--- src/rtl/alu_seg_display_if.sv ---
// alu_seg_display_if: ALU result bus feeding the display stage
//   op[2:0]      ALU op code
//   result[3:0]  ALU result, two's complement
//   carry        ALU carry flag
//   zero         ALU zero flag
//   overflow     ALU signed-overflow flag
//   master = ALU side (drives), slave = display side (samples)
interface alu_seg_display_if;
    logic [2:0] op;
    logic [3:0] result;
    logic       carry;
    logic       zero;
    logic       overflow;
    modport master (output op, result, carry, zero, overflow);
    modport slave  (input  op, result, carry, zero, overflow);
endinterface

--- src/rtl/alu_seg_display.sv ---
// alu_seg_display: snapshots the ALU bus once per frame and drives a 4-digit
// multiplexed active-low seven-segment display plus three flag LEDs.
//   SCAN_DIV        cycles each digit stays lit (>= 2)
//   clk, rst        clock, asynchronous active-high reset
//   alu             ALU bus (slave modport)
//   an[3:0]         digit enables, active-low
//   seg[6:0]        segments {g,f,e,d,c,b,a}, active-low
//   led_zero/carry/overflow  snapshot flags
// Define ALU_DISP_HEX_EN to show the result as unsigned hex instead of
// signed decimal.
module alu_seg_display #(
    parameter int SCAN_DIV = 50000
) (
    input  logic                     clk,
    input  logic                     rst,
    alu_seg_display_if.slave         alu,
    output logic [3:0]               an,
    output logic [6:0]               seg,
    output logic                     led_zero,
    output logic                     led_carry,
    output logic                     led_overflow
);
    localparam int W = $clog2(SCAN_DIV);

    logic [W-1:0] cnt;
    logic [1:0]   idx;
    logic [2:0]   s_op;
    logic [3:0]   s_res;
    logic         s_c, s_z, s_v;
    logic         live;
    logic         wrap;
    logic [3:0]   mag;
    logic [6:0]   sign, seg_n;

    function automatic logic [6:0] hex7(input logic [3:0] v);
        case (v)
            4'h0: hex7 = 7'h40;
            4'h1: hex7 = 7'h79;
            4'h2: hex7 = 7'h24;
            4'h3: hex7 = 7'h30;
            4'h4: hex7 = 7'h19;
            4'h5: hex7 = 7'h12;
            4'h6: hex7 = 7'h02;
            4'h7: hex7 = 7'h78;
            4'h8: hex7 = 7'h00;
            4'h9: hex7 = 7'h10;
            4'hA: hex7 = 7'h08;
            4'hB: hex7 = 7'h03;
            4'hC: hex7 = 7'h46;
            4'hD: hex7 = 7'h21;
            4'hE: hex7 = 7'h06;
            default: hex7 = 7'h0E;
        endcase
    endfunction

    assign wrap = cnt == W'(SCAN_DIV - 1);

`ifdef ALU_DISP_HEX_EN
    assign mag  = s_res;
    assign sign = 7'h7F;
`else
    // 4-bit negate maps -8 back onto 4'b1000, which still decodes as 8
    assign mag  = s_res[3] ? -s_res : s_res;
    assign sign = s_res[3] ? 7'h3F : 7'h7F;
`endif

    always_comb begin
        seg_n = idx == 2'd0 ? hex7(mag) :
                idx == 2'd1 ? sign :
                idx == 2'd2 ? hex7({1'b0, s_op}) :
                s_v ? 7'h23 : s_c ? 7'h27 : 7'h7F;
    end

    // live stays low until the first snapshot so the display is blank
    // instead of showing digit 3 of an empty frame after reset
    always_ff @(posedge clk or posedge rst) begin
        if (rst) begin
            cnt          <= '0;
            idx          <= 2'd3;
            s_op         <= '0;
            s_res        <= '0;
            s_c          <= 1'b0;
            s_z          <= 1'b0;
            s_v          <= 1'b0;
            live         <= 1'b0;
            an           <= 4'hF;
            seg          <= 7'h7F;
            led_zero     <= 1'b0;
            led_carry    <= 1'b0;
            led_overflow <= 1'b0;
        end else begin
            cnt <= wrap ? '0 : cnt + 1'b1;
            if (wrap) begin
                idx <= idx + 2'd1;
                if (idx == 2'd3) begin
                    s_op  <= alu.op;
                    s_res <= alu.result;
                    s_c   <= alu.carry;
                    s_z   <= alu.zero;
                    s_v   <= alu.overflow;
                    live  <= 1'b1;
                end
            end
            an           <= live ? ~(4'b0001 << idx) : 4'hF;
            seg          <= live ? seg_n : 7'h7F;
            led_zero     <= s_z;
            led_carry    <= s_c;
            led_overflow <= s_v;
        end
    end
endmodule

--- src/flat_wrapper.sv ---
// flat-port wrapper written by rule: the top's interface ports become plain ports
module alu_seg_display_flat 
#(
    parameter int SCAN_DIV = 50000
)
  (clk, rst, an, seg, led_zero, led_carry, led_overflow, alu_op, alu_result, alu_carry, alu_zero, alu_overflow);
  alu_seg_display_if alu_i ();
  input  logic clk;
  input  logic rst;
  output logic [3:0] an;
  output logic [6:0] seg;
  output logic led_zero;
  output logic led_carry;
  output logic led_overflow;
  input wire logic [$bits(alu_i.op)-1:0] alu_op;
  input wire logic [$bits(alu_i.result)-1:0] alu_result;
  input wire logic [$bits(alu_i.carry)-1:0] alu_carry;
  input wire logic [$bits(alu_i.zero)-1:0] alu_zero;
  input wire logic [$bits(alu_i.overflow)-1:0] alu_overflow;
  assign alu_i.op = alu_op;
  assign alu_i.result = alu_result;
  assign alu_i.carry = alu_carry;
  assign alu_i.zero = alu_zero;
  assign alu_i.overflow = alu_overflow;
  alu_seg_display #(.SCAN_DIV(SCAN_DIV)) u_core (.clk(clk), .rst(rst), .alu(alu_i), .an(an), .seg(seg), .led_zero(led_zero), .led_carry(led_carry), .led_overflow(led_overflow));
endmodule
--- config.mk ---
export PLATFORM = sky130hd
export DESIGN_NAME = alu_seg_display_flat
export DESIGN_NICKNAME = d
export VERILOG_FILES = /design/src/rtl/alu_seg_display_if.sv /design/src/rtl/alu_seg_display.sv /design/src/flat_wrapper.sv
export SDC_FILE = /design/constraint.sdc
export NUM_CORES = 1
export LEC_CHECK = 0
export CORE_MARGIN = 2
export CORE_UTILIZATION = 55
export CTS_CLUSTER_SIZE = 8
export DETAILED_ROUTE_END_ITERATION = 8
export PLACE_DENSITY = 0.81
export SLEW_MARGIN = 20
export SYNTH_ARGS = -nofsm -noshare
export SYNTH_HDL_FRONTEND = slang
export SYNTH_SLANG_ARGS = --single-unit
--- constraint.sdc ---
create_clock -name clk -period 2.5 [get_ports clk]
set_input_delay 0.375 -clock clk [delete_from_list [all_inputs] [get_ports clk]]
set_output_delay 0.375 -clock clk [all_outputs]
set_load 0.005 [all_outputs]
==> flow_summary.yaml, run 1 <==
cts:
  clock_sinks: 43
  hold_buffers: 0
  cts_max_level: 2
  ctsResizeCount: 0
  clk_pin_slew_ps: 80
  worstSkewPairLatency_ps: 290
  numCtsBuffers: 5
  cts_setup_buffers: 0
  cts_root_buf: "clkbuf_8"
  cts_max_path_buffers: 2
  tritoncts: "done"
logic_synthesis:
  synth_xor_area_frac: 0.06961
  syn_area_per_cell_sq_um: 11.05
  synth_warnings: 0
  syn_inst: 205
  syn_nets: 231
  synthTopCellsByArea: "dfrtp_1 (33%), dfstp_2 (15%), ha_1 (7.7%)"
  synth_simple_gate_area_frac: 0.1635
  synth-adder-area-share: 0.07735
  ys_ff_latch: 43
  ys.flop_type: "dfrtp_1"
  synthMuxAreaShare: 0.08343
  synth_top_family_by_area: "simple AND/OR/NAND/NOR gates"
  synth_compound_area_frac: 0.08508
  ys_types: 45
  synth_top_area_share: 0.3315
  synth.largest_area_cell: "dfrtp_1"
  seq_area_frac_synth: 0.4823
  ys_async_sr_fraction: 1.000
  synth_edf_count: 0
  mappedNetlistArea_sq_um: 2265
pwr:
  combinationalPowerShare: 0.090
  clkPwrFrac: 0.363
  intPower_mw: 1.019
  power_density_nw_per_um2: 494.7
  vdd_drop_max_mv: 0.4836
  seq_power_share: 0.548
  p_leak_nw: 1.183
  p_sw_frac: 0.2262
  power.switching_mw: 0.2979
critical_path:
  crit_fanout: 6
  cpPeakStageDelay_ps: 460
  crit_buf_inv: 1
  crit_chain: "inv_1 > ha_1 > mux2_2 > ha_1 > nand3b_1 > o22a_1 > o211a_1 > o221ai_1"
  reg2reg_depth: 8
  critPathMostFrequentCell: "ha_1"
  critical_path_class: "reg2reg"
  start_kind: "register"
  cp.depth: 8
  critPathCaptureType: "register"
  crit_family: "adder cells"
  crit_arrival_ps: 2390
  crit_slowest_cell: "dfrtp_1"
  cp.required_ps: 2710
detailed_routing:
  drt-initial-drc-count: 121
  vias: 1588
  drc: 0
  viasPerCell: 5.631
  drt-total-wl_microns: 4235
  wl_per_cell_microns: 15.02
  firstDrtPassIters: 4
  antenna_left: 0
global_routing:
  antenna_found_initial: 0
  grt_pass1_wl_microns: 7479
  grt_max_degree: 44
  overflow: 0
  grt_usage: 0.2191
  first_global_vias: 1570
die:
  num_rows: 23
  die_w_microns: 68.17
  io-pin-count: 26
  start_util: 0.5703
  fp.dieH_microns: 68.17
  dieArea_sq_um: 4647
  core_sq_um: 3971
sta:
  tns_ps: 0
  worst_slew_pin_slew_ps: 526.1
  rsz0062_at_grt: "no"
  slew_headroom: 0.6493
  max_freq_mhz: 459.0
  setup_viol: 0
  finalHoldViolations: 0
  maxSlewViolCount: 0
  timing.final.crit_share: 0.8715
  skew_ps: 4.964
  period_needed_ps: 2179
place:
  numPortBuffers: 25
  gp_congestion: 0.9472
  dp_hpwl_microns: 2930
flow_run:
  cap_violations: 0
finish:
  nets: 257
  fillerInstances: 330
  diodes: 0
  final_common_cell: "dfrtp_1"
  area_growth_pct: 17.51
  final_cell_mix: "dfrtp_1 (30), clkdlybuf4s50_1 (25), nor2_1 (18), nand2_1 (15)"
  final_util: 0.6701
  final_layout_size_suffix_gt1_frac: 0.1724
min_path:
  min_path_type: "reg2reg"
  min_path_cells: 0
status:
  status: "complete, no violations"
-- Yosys cell counts, types with 2 or more instances --
library cell / n
o21ai_0: 9
mux2i_1: 2
a21o_1: 2
o211ai_1: 2
o31ai_1: 2
nor2_1: 18
dfstp_2: 13
nand4_1: 6
nor2b_1: 3
xor2_1: 4
nor3_1: 5
or4bb_1: 2
a21boi_0: 2
clkbuf_1: 7
mux2_4: 9
nand4b_1: 2
dfrtp_1: 30
mux2_2: 3
a31oi_1: 2
nor4_1: 2
nand2_1: 15
xnor2_1: 14
nand3_1: 5
inv_1: 12
ha_1: 14
-- state kept, by name (all words and copies together) (netlist names) --
signal,count
u_core.an,4
u_core.idx,2
u_core.led_overflow,1
u_core.led_zero,1
u_core.s_v,1
u_core.s_z,1
u_core.s_op,3
u_core.s_res,4
u_core.s_c,1
u_core.led_carry,1
u_core.live,1
u_core.cnt,16
u_core.seg,7
-- layer usage --
metal / up-vias / track usage / part of all wire
met5: - / 0 / 0
met4: 0 / 0.07000 / 0.0092
met3: 5 / 0.06086 / 0.043
met2: 42 / 0.3398 / 0.51
met1: 781 / 0.2988 / 0.44
li1: 760 / - / -
-- metrics by stage --
| step | total power [mW] | worst slack, ps | cell area (sq um) | std cells | hold WS, ps |
|---|---|---|---|---|---|
| 2_1_floorplan | 0.8076 | 255.8 | 2265 | 205 | 353.9 |
| 3_3_place_gp | 0.8488 | 407.1 | 2557 | 274 | 376.5 |
| 3_5_place_dp | 0.8519 | 348.9 | 2557 | 274 | 366.9 |
| 4_1_cts | 1.331 | 330.4 | 2661 | 282 | 388.8 |
| 5_1_grt | 1.381 | 173.7 | 2661 | 282 | 402.3 |
| 6_report | 1.317 | 321.2 | 2661 | 282 | 386.1 |
-- cells by family (layout without fill, tap and decap cells) --
logic type	after synthesis	count (layout)
adder cells (fa/ha/maj)	14	14
buffers and inverters	21	48
AND/OR/NAND/NOR	67	67
XOR/XNOR	18	18
multiplexers	14	14
flip-flops	43	43
AO/OA/AOI/OAI	28	28
-- path summary, 6_finish.rpt --
check / start / endpoint / slack, ps
setup / recovery: u_core.s_res[1]$_DFFE_PP0P_ / u_core.seg[3]$_DFF_PP1_ / 320
hold / removal: u_core.s_z$_DFFE_PP0P_ / u_core.led_zero$_DFF_PP0_ / 390
setup reg to reg: u_core.s_res[1]$_DFFE_PP0P_ / u_core.seg[3]$_DFF_PP1_ / 320
hold reg to reg: u_core.s_z$_DFFE_PP0P_ / u_core.led_zero$_DFF_PP0_ / 390
max in group asynchronous: rst / u_core.seg[2]$_DFF_PP1_ / 1620
min in group asynchronous: rst / u_core.s_res[2]$_DFFE_PP0P_ / 500
-- worst register-to-register path: cells and delay by family (launching register included) --
kind | cells | cell delay [ps]
mux | 1 | 340
compound gates | 3 | 500
simple gates | 1 | 80
flops | 1 | 460
fa+ha+maj | 2 | 650
buf+inv | 1 | 70
-- power by group through the flow --
stage / logic, mW / registers, mW / clock network, mW
detailed placement: 0.118 / 0.734 / 0
CTS: 0.119 / 0.721 / 0.491
floorplan: 0.0824 / 0.725 / 0
finish: 0.118 / 0.721 / 0.477
global route: 0.133 / 0.723 / 0.524
global placement: 0.116 / 0.733 / 0
-- layout make-up --
class                           instances  area, sq um  area share
Multi-Input combinational cell        141         1085      0.4076
Inverter                               12        45.04     0.01693
Timing Repair Buffer                   28        272.8      0.1025
Clock inverter                          1        7.507    0.002821
Tap cell                               50        62.56     0.02351
Sequential cell                        43         1092      0.4104
Clock buffer                            7        96.34     0.03620
No activity file was read; power rests on OpenSTA's default activity.
==> inputs of run 2 (changes only) <==
- SLEW_MARGIN: 20 -> not set
==> results of run 2 <==
Final layout, timing and power as in run 1 (identical DEF).
